==> config.mk <==
export PLATFORM = sky130hd
export DESIGN_NAME = tracker_policy_flat
export DESIGN_NICKNAME = d
export VERILOG_FILES = /design/src/rtl/tracker_policy_if.sv /design/src/rtl/tracker_policy.sv /design/src/flat_wrapper.sv
export SDC_FILE = /design/constraint.sdc
export NUM_CORES = 1
export LEC_CHECK = 0
export BUFFER_PORTS_ARGS = -buffer_cell sky130_fd_sc_hd__buf_2
export CORE_MARGIN = 2
export CORE_UTILIZATION = 35
export CTS_CLUSTER_SIZE = 8
export DETAILED_ROUTE_END_ITERATION = 7
export GPL_ROUTABILITY_DRIVEN = 0
export HOLD_SLACK_MARGIN = 0.06
export PLACE_DENSITY = 0.57
export RECOVER_POWER = 100
export REMOVE_ABC_BUFFERS = 1
export SYNTH_ARGS = -nofsm -noshare
export SYNTH_HDL_FRONTEND = slang
export SYNTH_SLANG_ARGS = --single-unit
==> constraint.sdc <==
create_clock -name clk -period 6.8 [get_ports clk]
set_clock_uncertainty 0.1 [all_clocks]
set_input_delay 1.02 -clock clk [delete_from_list [all_inputs] [get_ports clk]]
set_output_delay 1.02 -clock clk [all_outputs]
set_load 0.05 [all_outputs]
==> src/rtl/tracker_policy_if.sv <==
// Sensor bar in, drive command out, between the sensor front end and the tracker policy.
interface tracker_policy_if #(
    parameter int N_SENSORS = 5
);
    logic [N_SENSORS-1:0] sensor;
    logic [2:0]           state;
    logic                 lost;
    logic                 state_chg;

    modport master (output sensor, input state, lost, state_chg);
    modport slave  (input sensor, output state, lost, state_chg);
endinterface

==> src/rtl/tracker_policy.sv <==
// Line-tracker policy: sync, debounce, weighted-error steering, timed search on line loss.
// Optional macro TRACKER_SEARCH_EN enables the search-on-loss behaviour (timer + last_dir).
module tracker_policy #(
    parameter int N_SENSORS       = 5,
    parameter int DEBOUNCE_CYCLES = 2,
    parameter int SHARP_TH        = 2,
    parameter int LOST_TIMEOUT    = 4
) (
    input  logic             clk,
    input  logic             reset,
    tracker_policy_if.slave  bus
);
    localparam int C     = (N_SENSORS - 1) / 2;
    localparam int ERR_W = $clog2(N_SENSORS * N_SENSORS) + 1;
    localparam int CNT_W = $clog2(DEBOUNCE_CYCLES + 1);
    localparam logic [CNT_W-1:0]        CNT_MAX = CNT_W'(DEBOUNCE_CYCLES);
    localparam logic signed [ERR_W-1:0] TH_P    = ERR_W'(SHARP_TH);
    localparam logic signed [ERR_W-1:0] TH_N    = ERR_W'(-SHARP_TH);

    typedef enum logic [2:0] {
        TURN_L   = 3'b000,
        TURN_R   = 3'b001,
        STRAIGHT = 3'b010,
        STOP     = 3'b011,
        SHARP_L  = 3'b100,
        SHARP_R  = 3'b101,
        SEARCH_L = 3'b110,
        SEARCH_R = 3'b111
    } cmd_t;

    logic [N_SENSORS-1:0]    sync1, sync2, cand, filt;
    logic [CNT_W-1:0]        cnt;
    logic signed [ERR_W-1:0] err;
    cmd_t                    state_q, track_cmd, nxt_state;
    logic                    lost_q, chg_q;

`ifdef TRACKER_SEARCH_EN
    localparam int TMR_W = $clog2(LOST_TIMEOUT + 1);
    typedef enum logic [1:0] {DIR_NONE, DIR_LEFT, DIR_RIGHT} dir_t;
    logic [TMR_W-1:0] timer, nxt_timer;
    dir_t             last_dir, nxt_dir;
`endif

    // Left-of-centre sensors pull err positive, right-of-centre negative.
    always_comb begin
        err = '0;
        for (int i = 0; i < N_SENSORS; i++)
            if (filt[i]) err = err + ERR_W'(i - C);
    end

    always_comb begin
        if (err == '0)       track_cmd = STRAIGHT;
        else if (err > TH_P) track_cmd = SHARP_L;
        else if (err > 0)    track_cmd = TURN_L;
        else if (err < TH_N) track_cmd = SHARP_R;
        else                 track_cmd = TURN_R;
    end

    always_comb begin
        nxt_state = state_q;
`ifdef TRACKER_SEARCH_EN
        nxt_timer = timer;
        nxt_dir   = last_dir;
`endif
        if (filt != '0) begin
            nxt_state = track_cmd;
`ifdef TRACKER_SEARCH_EN
            nxt_timer = '0;
            if (err > 0)      nxt_dir = DIR_LEFT;
            else if (err < 0) nxt_dir = DIR_RIGHT;
`endif
        end else begin
`ifdef TRACKER_SEARCH_EN
            // lost_q low here means this is the first cycle of the loss.
            if (!lost_q) begin
                if (last_dir == DIR_LEFT) begin
                    nxt_state = SEARCH_L;
                    nxt_timer = TMR_W'(LOST_TIMEOUT);
                end else if (last_dir == DIR_RIGHT) begin
                    nxt_state = SEARCH_R;
                    nxt_timer = TMR_W'(LOST_TIMEOUT);
                end else begin
                    nxt_state = STOP;
                end
            end else if (timer != '0) begin
                nxt_timer = timer - TMR_W'(1);
                if (timer == TMR_W'(1)) nxt_state = STOP;
            end else begin
                nxt_state = STOP;
            end
`else
            nxt_state = STOP;
`endif
        end
    end

    always_ff @(posedge clk) begin
        if (!reset) begin
            sync1    <= '0;
            sync2    <= '0;
            cand     <= '0;
            filt     <= '0;
            cnt      <= '0;
            state_q  <= STOP;
            lost_q   <= 1'b0;
            chg_q    <= 1'b0;
`ifdef TRACKER_SEARCH_EN
            timer    <= '0;
            last_dir <= DIR_NONE;
`endif
        end else begin
            sync1 <= bus.sensor;
            sync2 <= sync1;
            if (sync2 != cand) begin
                cand <= sync2;
                cnt  <= CNT_W'(1);
            end else if (cnt != CNT_MAX) begin
                cnt <= cnt + CNT_W'(1);
            end
            if (cnt == CNT_MAX && cand != filt) filt <= cand;
            state_q <= nxt_state;
            chg_q   <= (nxt_state != state_q);
            lost_q  <= (filt == '0);
`ifdef TRACKER_SEARCH_EN
            timer    <= nxt_timer;
            last_dir <= nxt_dir;
`endif
        end
    end

    assign bus.state     = state_q;
    assign bus.lost      = lost_q;
    assign bus.state_chg = chg_q;
endmodule
==> src/flat_wrapper.sv <==
// flat-port wrapper written by rule: the top's interface ports become plain ports
module tracker_policy_flat 
#(
    parameter int N_SENSORS       = 5,
    parameter int DEBOUNCE_CYCLES = 2,
    parameter int SHARP_TH        = 2,
    parameter int LOST_TIMEOUT    = 4
)
  (clk, reset, bus_sensor, bus_state, bus_lost, bus_state_chg);
  tracker_policy_if #(.N_SENSORS(N_SENSORS)) bus_i ();
  input  logic clk;
  input  logic reset;
  input wire logic [$bits(bus_i.sensor)-1:0] bus_sensor;
  output wire logic [$bits(bus_i.state)-1:0] bus_state;
  output wire logic [$bits(bus_i.lost)-1:0] bus_lost;
  output wire logic [$bits(bus_i.state_chg)-1:0] bus_state_chg;
  assign bus_i.sensor = bus_sensor;
  assign bus_state = bus_i.state;
  assign bus_lost = bus_i.lost;
  assign bus_state_chg = bus_i.state_chg;
  tracker_policy #(.N_SENSORS(N_SENSORS), .DEBOUNCE_CYCLES(DEBOUNCE_CYCLES), .SHARP_TH(SHARP_TH), .LOST_TIMEOUT(LOST_TIMEOUT)) u_core (.clk(clk), .reset(reset), .bus(bus_i));
endmodule
# Word-level counts from Yosys, hierarchy flattened
# Index checks and enable logic that the tools add are counted.
[word_totals]
reg_bits = 27
input_bits = 7
word_cells = 39
[op_classes]
addsub = 4
magnitude_cmp = 3
eq_ne = 5
muxes = 11
n_bitwise = 1
reduce_logical = 6
[op_table]
columns = ["cell", "n"]
rows = [
  ["2-to-1 mux 6 bit", 4],
  ["2-to-1 mux 3 bit", 5],
  ["inequality test 5 bit", 2],
  ["adder 6 x 1 -> 6 bit (second input constant)", 1],
  ["adder 6 x 2 -> 6 bit (second input constant)", 1],
  ["adder 6 x 3 -> 6 bit (second input constant)", 1],
  ["> comparator 6 x 1 -> 1 bit (second input constant)", 1],
  ["> comparator 6 x 3 -> 1 bit (second input constant)", 1],
  ["logical NOT 6 bit", 1],
  ["< comparator 6 x 2 -> 1 bit (second input constant)", 1],
  ["logical NOT 5 bit", 1],
  ["nonzero test 5 bit", 1],
  ["inequality test 3 bit", 1],
  ["adder 2 x 1 -> 2 bit (second input constant)", 1],
  ["== test 2 bit (second input constant)", 1],
  ["2-to-1 mux 1 bit", 2],
  ["inequality test 2 bit (second input constant)", 1],
  ["nonzero test 2 bit", 1],
  ["OR reduction 2 bit", 1],
  ["logical AND 1 bit", 1],
  ["inverter 1 bit", 1],
]

# Logic depth before layout (Yosys ltp)
# Gate-level depths: netlist (run 1).
[depth]
word_depth = 14
ltp_mapped = 11

# Worst setup path before layout (run 1)
# Ideal clock, no wire load.
[synth_timing]
path_type = "reg-to-reg"
from = "reg u_core.filt[0]"
to = "reg u_core.chg_q, in the netlist u_core.bus.state_chg"
setup_ns = 0.131
t_arrival_ns = 2.193
slack_ns = 4.376
path_stages_with_launch = 12
n_path_buf = 0
synth_period_minus_slack_ns = 2.424
path_cell_list = "dfxtp_1 inv_1 ha_1 nor2b_1 a21oi_1 ha_1 nand4b_1 o21ai_0 o211ai_1 nand3b_1 xor2_1 a21boi_2"
[synth_between]
elab_chain_len = 14
word_cells_on_any_way = 18
classes_between = "add/sub: 3; order compare: 3; eq/ne: 1; mux: 9; reduce/logical: 2"
[synth_rtl]
columns = ["element", "line", "source"]
rows = [
  ["from (decl)", "tracker_policy.sv:31", "logic [N_SENSORS-1:0] sync1, sync2, cand, filt;"],
  ["from (signal assigned)", "tracker_policy.sv:120", "if (cnt == CNT_MAX && cand != filt) filt <= cand;"],
  ["2-to-1 mux 6 bit", "tracker_policy.sv:48", "if (filt[i]) err = err + ERR_W'(i - C);"],
  ["adder 6 x 1 -> 6 bit", "tracker_policy.sv:48", ""],
  ["2-to-1 mux 6 bit", "tracker_policy.sv:48", ""],
  ["adder 6 x 2 -> 6 bit", "tracker_policy.sv:48", ""],
  ["2-to-1 mux 6 bit", "tracker_policy.sv:48", ""],
  ["adder 6 x 3 -> 6 bit", "tracker_policy.sv:48", ""],
  ["2-to-1 mux 6 bit", "tracker_policy.sv:48", ""],
  ["< comparator 6 x 2 -> 1 bit", "tracker_policy.sv:55", "else if (err < TH_N) track_cmd = SHARP_R;"],
  ["2-to-1 mux 3 bit", "tracker_policy.sv:55", ""],
  ["2-to-1 mux 3 bit", "tracker_policy.sv:54", "else if (err > 0) track_cmd = TURN_L;"],
  ["2-to-1 mux 3 bit", "tracker_policy.sv:53", "else if (err > TH_P) track_cmd = SHARP_L;"],
  ["2-to-1 mux 3 bit", "tracker_policy.sv:52", "if (err == '0) track_cmd = STRAIGHT;"],
  ["2-to-1 mux 3 bit (*)", "tracker_policy.sv:65", "if (filt != '0) begin"],
  ["inequality test 3 bit (*)", "tracker_policy.sv:122", "chg_q <= (nxt_state != state_q);"],
  ["to (signal assigned)", "tracker_policy.sv:122", ""],
  ["to (decl)", "tracker_policy.sv:35", "logic lost_q, chg_q;"],
]
# Every way passes the cells marked *; elsewhere a longest branch is shown, timed or not.
# A chain may end at the register's enable or synchronous reset.

# Worst setup path after layout (run 1)
# Ends and elaborated chain as after synthesis.

==> flow_metrics.env, run 1 <==
export IMPL_cts_buffers=3
export IMPL_die_h_um=62.5
export IMPL_htree_levels=1
export IMPL_synth_edf_count=0
export IMPL_design_area_sq_um=1310
export IMPL_clock_fmax_mhz=362
export IMPL_grt_pass1_vias=739
export IMPL_syn_mean_instance_area_sq_um=10.1
export IMPL_crit_required_ns=6.91
export IMPL_dpl_hpwl_um=1320
export IMPL_die_x_um=62.5
export IMPL_tritoncts="built"
export IMPL_synth_ff_type="dfxtp_1"
export IMPL_slew_headroom=0.484
export IMPL_instances_no_fill=175
export IMPL_die_area_sq_um=3900
export IMPL_viasPerCell=4.51
export IMPL_postPlaceCellArea_sq_um=1290
export IMPL_crit_fanout=8
export IMPL_path_class="flip-flop to flip-flop"
export IMPL_slew_viol_final=0
export IMPL_timing_final_ws_setup_ns=4.04
export IMPL_drt_pass1_iter_count=4
export IMPL_rsz0062_at_grt="false"
export IMPL_critPathMaxStageDelay_ns=0.47
export IMPL_start_util=0.361
export IMPL_area_delta_synth_final_pct=9.52
export IMPL_cts_resized=0
export IMPL_rows=21
export IMPL_num_vias=790
export IMPL_p_leak_nw=0.490
export IMPL_cp_arrival_ns=2.87
export IMPL_final_min_clock_period_ns=2.76
export IMPL_detail_route_antenna_nets=0
export IMPL_end_kind="flip-flop"
export IMPL_grt_ovfl_total=0
export IMPL_clk_path_buf_depth=2
export IMPL_critPathSlowestCell="dfxtp_1"
export IMPL_cts_root_buffer="clkbuf_4"
export IMPL_ir_worst_vdd_mv=0.128
export IMPL_power_density_nw_per_um2=194
export IMPL_nNetsFinal=142
export IMPL_track_usage=0.0966
export IMPL_preCtsSetupSlack_ns=4.10
export IMPL_clk_pin_slew_ns=0.14
export IMPL_avgRoutedWirePerCell_um=10.2
export IMPL_cp_cell_sequence="inv_1 > ha_1 > nor2b_1 > a21oi_1 > ha_1 > nand4b_1 > o21ai_0 > o211ai_1 > nand3b_1 > xor2_1 > a21boi_2"
export IMPL_clk_latency_ns=0.32
export IMPL_worst_slew_pin_slew_ns=0.774
export IMPL_syn_cell_area_sq_um=1200
export IMPL_grt_max_degree=27
export IMPL_numPortBuffers=11
export IMPL_drive_gt1_frac=0.109
export IMPL_setup_viol=0
export IMPL_outcome="finished, final reports clean"
export IMPL_yosysSeqAreaShare=0.452
export IMPL_first_iter_violations=33
export IMPL_synth_seq_cells=27
export IMPL_io_pins=12
export IMPL_synthArstFlopShare=0
export IMPL_synth_distinct_cells=34
export IMPL_period_share=0.406
export IMPL_routed_wl_um=1780
export IMPL_synth_warnings=0
export IMPL_cts_setup_buffers=0
export IMPL_hold_path_class="flip-flop to flip-flop"
export IMPL_place_inst=171
export IMPL_antenna_found_initial=0
export IMPL_synth_cells=119
export IMPL_post_route_drc_count=0
export IMPL_start_kind="flip-flop"
export IMPL_hold_viol=0
export IMPL_core_sq_um=3310
export IMPL_drv_cap=0
export IMPL_hold_slack_ns=0.351
export IMPL_tns_ns=0
export IMPL_diodes=0
export IMPL_fillers=365
export IMPL_cpMostUsedCell="ha_1"
export IMPL_ctsHoldBuffers=0
export IMPL_cts_sinks=27
export IMPL_grt_pass1_wl_um=3080
worst max-delay path, delay by kind of cell (launching register included):
kind,cells,cell delay (ns)
xor gates and xnor gates,1,0.18
buffers and inverters,1,0.10
adders and majority gates,2,0.67
DFF,1,0.47
AOI/OAI and AO/OA,4,0.62
and+or+nand+nor,3,0.52
path summary, 6_finish.rpt:
| kind | startpoint | end | slack [ns] | cells after the start |
|---|---|---|---|---|
| min | u_core.sync1[0] | u_core.sync2[0] | 0.35 | 1 |
| min reg2reg | u_core.sync1[0] | u_core.sync2[0] | 0.35 | 1 |
| max | u_core.filt[0] | u_core.bus.state_chg | 4.04 | 11 |
| max reg2reg | u_core.filt[0] | u_core.bus.state_chg | 4.04 | 11 |
cells in the final DEF (no fill, tap or decap), types with 2 or more instances in the layout:
master / n
and2_0: 6
and2_1: 11
and3_1: 2
buf_2: 5
clkbuf_1: 6
clkbuf_4: 3
dfxtp_1: 27
ha_1: 5
inv_1: 4
mux2i_1: 5
nand2_1: 5
nand3b_1: 4
nor2_1: 5
nor2b_1: 9
nor3_1: 2
o21ai_0: 3
xnor2_1: 3
xor2_1: 5
per-stage QoR:
| stage | total power [mW] | util |
|---|---|---|
| 6_report | 0.254 | 0.396 |
| 5_1_grt | 0.268 | 0.396 |
| 4_1_cts | 0.260 | 0.398 |
| 3_5_place_dp | 0.190 | 0.389 |
| 3_3_place_gp | 0.190 | 0.389 |
| 2_1_floorplan | 0.184 | - |
flip-flops by register name (all words and copies together) (netlist names):
register	flops
u_core.cand	5
u_core.filt	5
u_core.sync1	5
u_core.sync2	5
u_core.bus.state	3
u_core.cnt	2
u_core.bus.lost	1
u_core.bus.state_chg	1
synth_stat cells, drive strengths merged (2+ instances only):
library cell	number	area [sq um]
and2	17	106
o21ai	3	15.0
xor2	5	43.8
inv	4	15.0
nand2	5	18.8
ha	5	62.6
and3	2	12.5
xnor2	3	26.3
nor3	2	10.0
nand3b	4	30.0
a21oi	2	13.8
o21bai	2	18.8
a21boi	2	18.8
mux2i	5	50.1
dfxtp	27	541
clkbuf	3	11.3
buf	2	10.0
nor2b	9	56.3
nor2	5	18.8
cell type report:
type / count / area (sq um) / area share
Clock buffer: 3 / 22.5 / 0.0172
Sequential cell: 27 / 541 / 0.413
Multi-Input combinational cell: 83 / 619 / 0.473
Timing Repair Buffer: 11 / 47.5 / 0.0363
Inverter: 4 / 15.0 / 0.0115
Clock inverter: 1 / 7.51 / 0.00573
Tap cell: 46 / 57.6 / 0.0439
per-layer routing:
metal,part of all wire,global-route usage
met5,0,0
met2,0.46,0.165
met3,0.038,0.0234
met4,0.0056,0.0417
met1,0.50,0.115
logic make-up (layout without fill, tap and decap cells):
group / count (synthesis) / after routing / share of synthesized area
compound gates: 15 / 15 / 0.0952
xor+xnor: 8 / 8 / 0.0586
fa+ha+maj: 5 / 5 / 0.0523
buf+inv: 9 / 19 / 0.0303
flops: 27 / 27 / 0.452
mux: 5 / 5 / 0.0418
simple gates: 50 / 50 / 0.270
where the power goes:
part	total, mW	switching [mW]	internal (mW)	leakage, nW
Clock	0.0677	0.0453	0.0225	0.0139
Combinational	0.0197	0.0101	0.00961	0.255
Sequential	0.166	0.00262	0.164	0.221
Total	0.254	0.0580	0.196	0.490
No activity file was read; power rests on OpenSTA's default activity.
==> inputs of run 2 (changes only) <==
--- a/config.mk
+++ b/config.mk
@@ -5,6 +5,7 @@
 export SDC_FILE = /design/constraint.sdc
 export NUM_CORES = 1
 export LEC_CHECK = 0
+export ABC_AREA = 1
 export BUFFER_PORTS_ARGS = -buffer_cell sky130_fd_sc_hd__buf_2
 export CORE_MARGIN = 2
 export CORE_UTILIZATION = 35
@@ -12,7 +13,7 @@
 export DETAILED_ROUTE_END_ITERATION = 7
 export GPL_ROUTABILITY_DRIVEN = 0
 export HOLD_SLACK_MARGIN = 0.06
-export PLACE_DENSITY = 0.57
+export PLACE_DENSITY = 0.59
 export RECOVER_POWER = 100
 export REMOVE_ABC_BUFFERS = 1
 export SYNTH_ARGS = -nofsm -noshare
==> constraint.sdc (replaced) <==
create_clock -name clk -period 2.5 [get_ports clk]
set_clock_uncertainty 0.1 [all_clocks]
set_input_delay 0.375 -clock clk [delete_from_list [all_inputs] [get_ports clk]]
set_output_delay 0.375 -clock clk [all_outputs]
set_load 0.05 [all_outputs]
==> flow_metrics.env, run 2 <==
export IMPL_viasPerCell=4.12
export IMPL_yosysSeqAreaShare=0.432
export IMPL_crit_required_ns=2.61
export IMPL_clock_fmax_mhz=474
export IMPL_num_vias=926
export IMPL_fillers=359
export IMPL_p_sw_frac=0.267
export IMPL_p_leak_nw=0.709
export IMPL_first_iter_violations=40
export IMPL_tritoncts="built"
export IMPL_worst_slew_pin_slew_ns=0.897
export IMPL_cp_cell_sequence="inv_1 > ha_1 > nand2_2 > nand2_2 > inv_1 > ha_1 > nand2_1 > nand2_1 > nand3_1 > nand3_1 > nand2_1 > nand2_1 > nor2_1 > nor2_1"
export IMPL_hold_path_class="input port to flip-flop"
export IMPL_yosysMostFrequentCell="inv_1"
export IMPL_rsz0062_at_grt="false"
export IMPL_start_kind="flip-flop"
export IMPL_io_pins=12
export IMPL_grt_max_degree=24
export IMPL_ir_worst_vdd_mv=0.314
export IMPL_cp_arrival_ns=2.22
export IMPL_syn_mean_instance_area_sq_um=7.48
export IMPL_cts_root_buffer="clkbuf_4"
export IMPL_hold_viol=0
export IMPL_clk_latency_ns=0.31
export IMPL_end_kind="flip-flop"
export IMPL_power_internal_mw=0.552
export IMPL_synth_common_cells="inv_1 (34), nand2_1 (30), dfxtp_1 (27)"
export IMPL_cpMostUsedCell="nand2_1"
export IMPL_dpl_hpwl_um=1370
export IMPL_final_min_clock_period_ns=2.11
export IMPL_power_density_nw_per_um2=557
export IMPL_die_area_sq_um=4070
export IMPL_start_util=0.369
export IMPL_core_sq_um=3390
export IMPL_track_usage=0.100
export IMPL_ctsHoldBuffers=0
export IMPL_synth_seq_cells=27
export IMPL_cts_sinks=27
export IMPL_yosysTopAreaCell="dfxtp_1"
export IMPL_critPathMaxStageDelay_ns=0.42
export IMPL_synthArstFlopShare=0
export IMPL_crit_family="simple AND/OR/NAND/NOR gates"
export IMPL_grt_pass1_wl_um=3360
export IMPL_period_share=0.843
export IMPL_clk_pin_slew_ns=0.14
export IMPL_cts_setup_buffers=0
export IMPL_critPathSlowestCell="dfxtp_1"
export IMPL_grt_ovfl_total=0
export IMPL_layout_common_cells="inv_1 (34), nand2_1 (32), dfxtp_1 (27)"
export IMPL_syn_cell_area_sq_um=1250
export IMPL_detail_route_antenna_nets=0
export IMPL_path_class="flip-flop to flip-flop"
export IMPL_slew_headroom=0.402
export IMPL_outcome="finished, final reports clean"
export IMPL_antenna_found_initial=0
export IMPL_avgRoutedWirePerCell_um=7.84
export IMPL_nNetsFinal=192
export IMPL_sequentialPowerShare=0.613
export IMPL_synth_warnings=0
export IMPL_die_h_um=63.8
export IMPL_setup_viol=0
export IMPL_tns_ns=0
export IMPL_drv_cap=0
export IMPL_mostFrequentLayoutCell="inv_1"
export IMPL_grt_pass1_vias=859
export IMPL_pwr_share_comb=0.150
export IMPL_drive_gt1_frac=0.117
export IMPL_die_x_um=63.8
export IMPL_drt_pass1_iter_count=4
export IMPL_cts_buffers=3
export IMPL_rows=21
export IMPL_total_power_mw=0.754
export IMPL_synth_edf_count=0
export IMPL_clk_path_buf_depth=2
export IMPL_numPortBuffers=11
export IMPL_synth_top_area_frac=0.432
export IMPL_diodes=0
export IMPL_pwr_share_clk=0.237
export IMPL_hold_slack_ns=0.129
export IMPL_cts_resized=0
export IMPL_routed_wl_um=1760
export IMPL_crit_fanout=4
export IMPL_area_delta_synth_final_pct=8.21
export IMPL_htree_levels=1
export IMPL_synth_ff_type="dfxtp_1"
export IMPL_switchingPower_mw=0.202
export IMPL_post_route_drc_count=0
export IMPL_slew_viol_final=0
export IMPL_synth_distinct_cells=21
export IMPL_cp_num_buf_inv=2
export IMPL_fin_util=0.399
export IMPL_synth_cells=167
export IMPL_synthTopCellsByArea="dfxtp_1 (43%), inv_1 (10%), nand2_1 (9.0%)"
-- run 2: changes by cell type in the layout (fill, tap and decap cells not counted), sizes merged, moves of 5 or more --
| cell | delta |
|---|---|
| nand2 | +34 |
| inv | +31 |
| nor2 | +19 |
| and2 | -17 |
| nand3 | +9 |
| nor2b | -9 |
| mux2i | -5 |
-- run 2: worst paths after layout --
kind                   startpoint                    to  slack (ns)  cells after the start
hold / removal      bus_sensor[4]       u_core.sync1[4]        0.13                      3
hold reg to reg   u_core.sync1[0]       u_core.sync2[0]        0.32                      2
setup / recovery   u_core.filt[0]  u_core.bus.state_chg        0.39                     14
setup reg to reg   u_core.filt[0]  u_core.bus.state_chg        0.39                     14
-- run 2: cells by family (layout without fill, tap and decap cells) --
logic type | count (synthesis) | after routing | share of synthesized area
flip-flops | 27 | 27 | 0.432
XOR/XNOR | 10 | 10 | 0.0701
adder cells (fa/ha/maj) | 5 | 5 | 0.0501
AO/OA/AOI/OAI | 8 | 8 | 0.0350
AND/OR/NAND/NOR | 79 | 79 | 0.292
buffers and inverters | 38 | 50 | 0.120
-- run 2: final cells by class --
cell class	count	area, sq um	area share
Clock buffer	4	26.3	0.0194
Inverter	35	131	0.0971
Multi-Input combinational cell	102	549	0.406
Sequential cell	27	541	0.400
Tap cell	46	57.6	0.0426
Timing Repair Buffer	11	47.5	0.0352
-- run 2: metal layers --
| layer | up-vias | wire length (um) | global-route usage | share of wire |
|---|---|---|---|---|
| li1 | 521 | - | - | - |
| met1 | 393 | 912 | 0.126 | 0.52 |
| met2 | 10 | 781 | 0.174 | 0.44 |
| met3 | 2 | 53 | 0.0229 | 0.030 |
| met4 | 0 | 17 | 0.0245 | 0.0096 |
| met5 | - | 0 | 0 | 0 |
-- run 2: per-stage QoR --
stage / instance area (sq um) / std cells / setup slack [ns]
floorplan: 1230 / 164 / 0.558
global placement: 1340 / 221 / 0.446
detailed placement: 1340 / 221 / 0.434
CTS: 1370 / 225 / 0.414
global route: 1350 / 225 / 0.142
finish: 1350 / 225 / 0.392
-- run 2: worst reg2reg max path: stages (launching register included) --
cell and delay [ns]:
dfxtp_1 0.42, inv_1 0.08, ha_1 0.29, nand2_2 0.06
nand2_2 0.07, inv_1 0.06, ha_1 0.28, nand2_1 0.07
nand2_1 0.10, nand3_1 0.12, nand3_1 0.11, nand2_1 0.08
nand2_1 0.04, nor2_1 0.09, nor2_1 0.04
-- run 2: power by group through the flow --
stage | sequential (mW) | clock [mW] | combinational, mW
after floorplan | 0.488 | 0 | 0.0737
after global placement | 0.471 | 0 | 0.119
after detailed placement | 0.471 | 0 | 0.119
after CTS | 0.462 | 0.187 | 0.119
after global routing | 0.465 | 0.208 | 0.133
final | 0.462 | 0.179 | 0.113
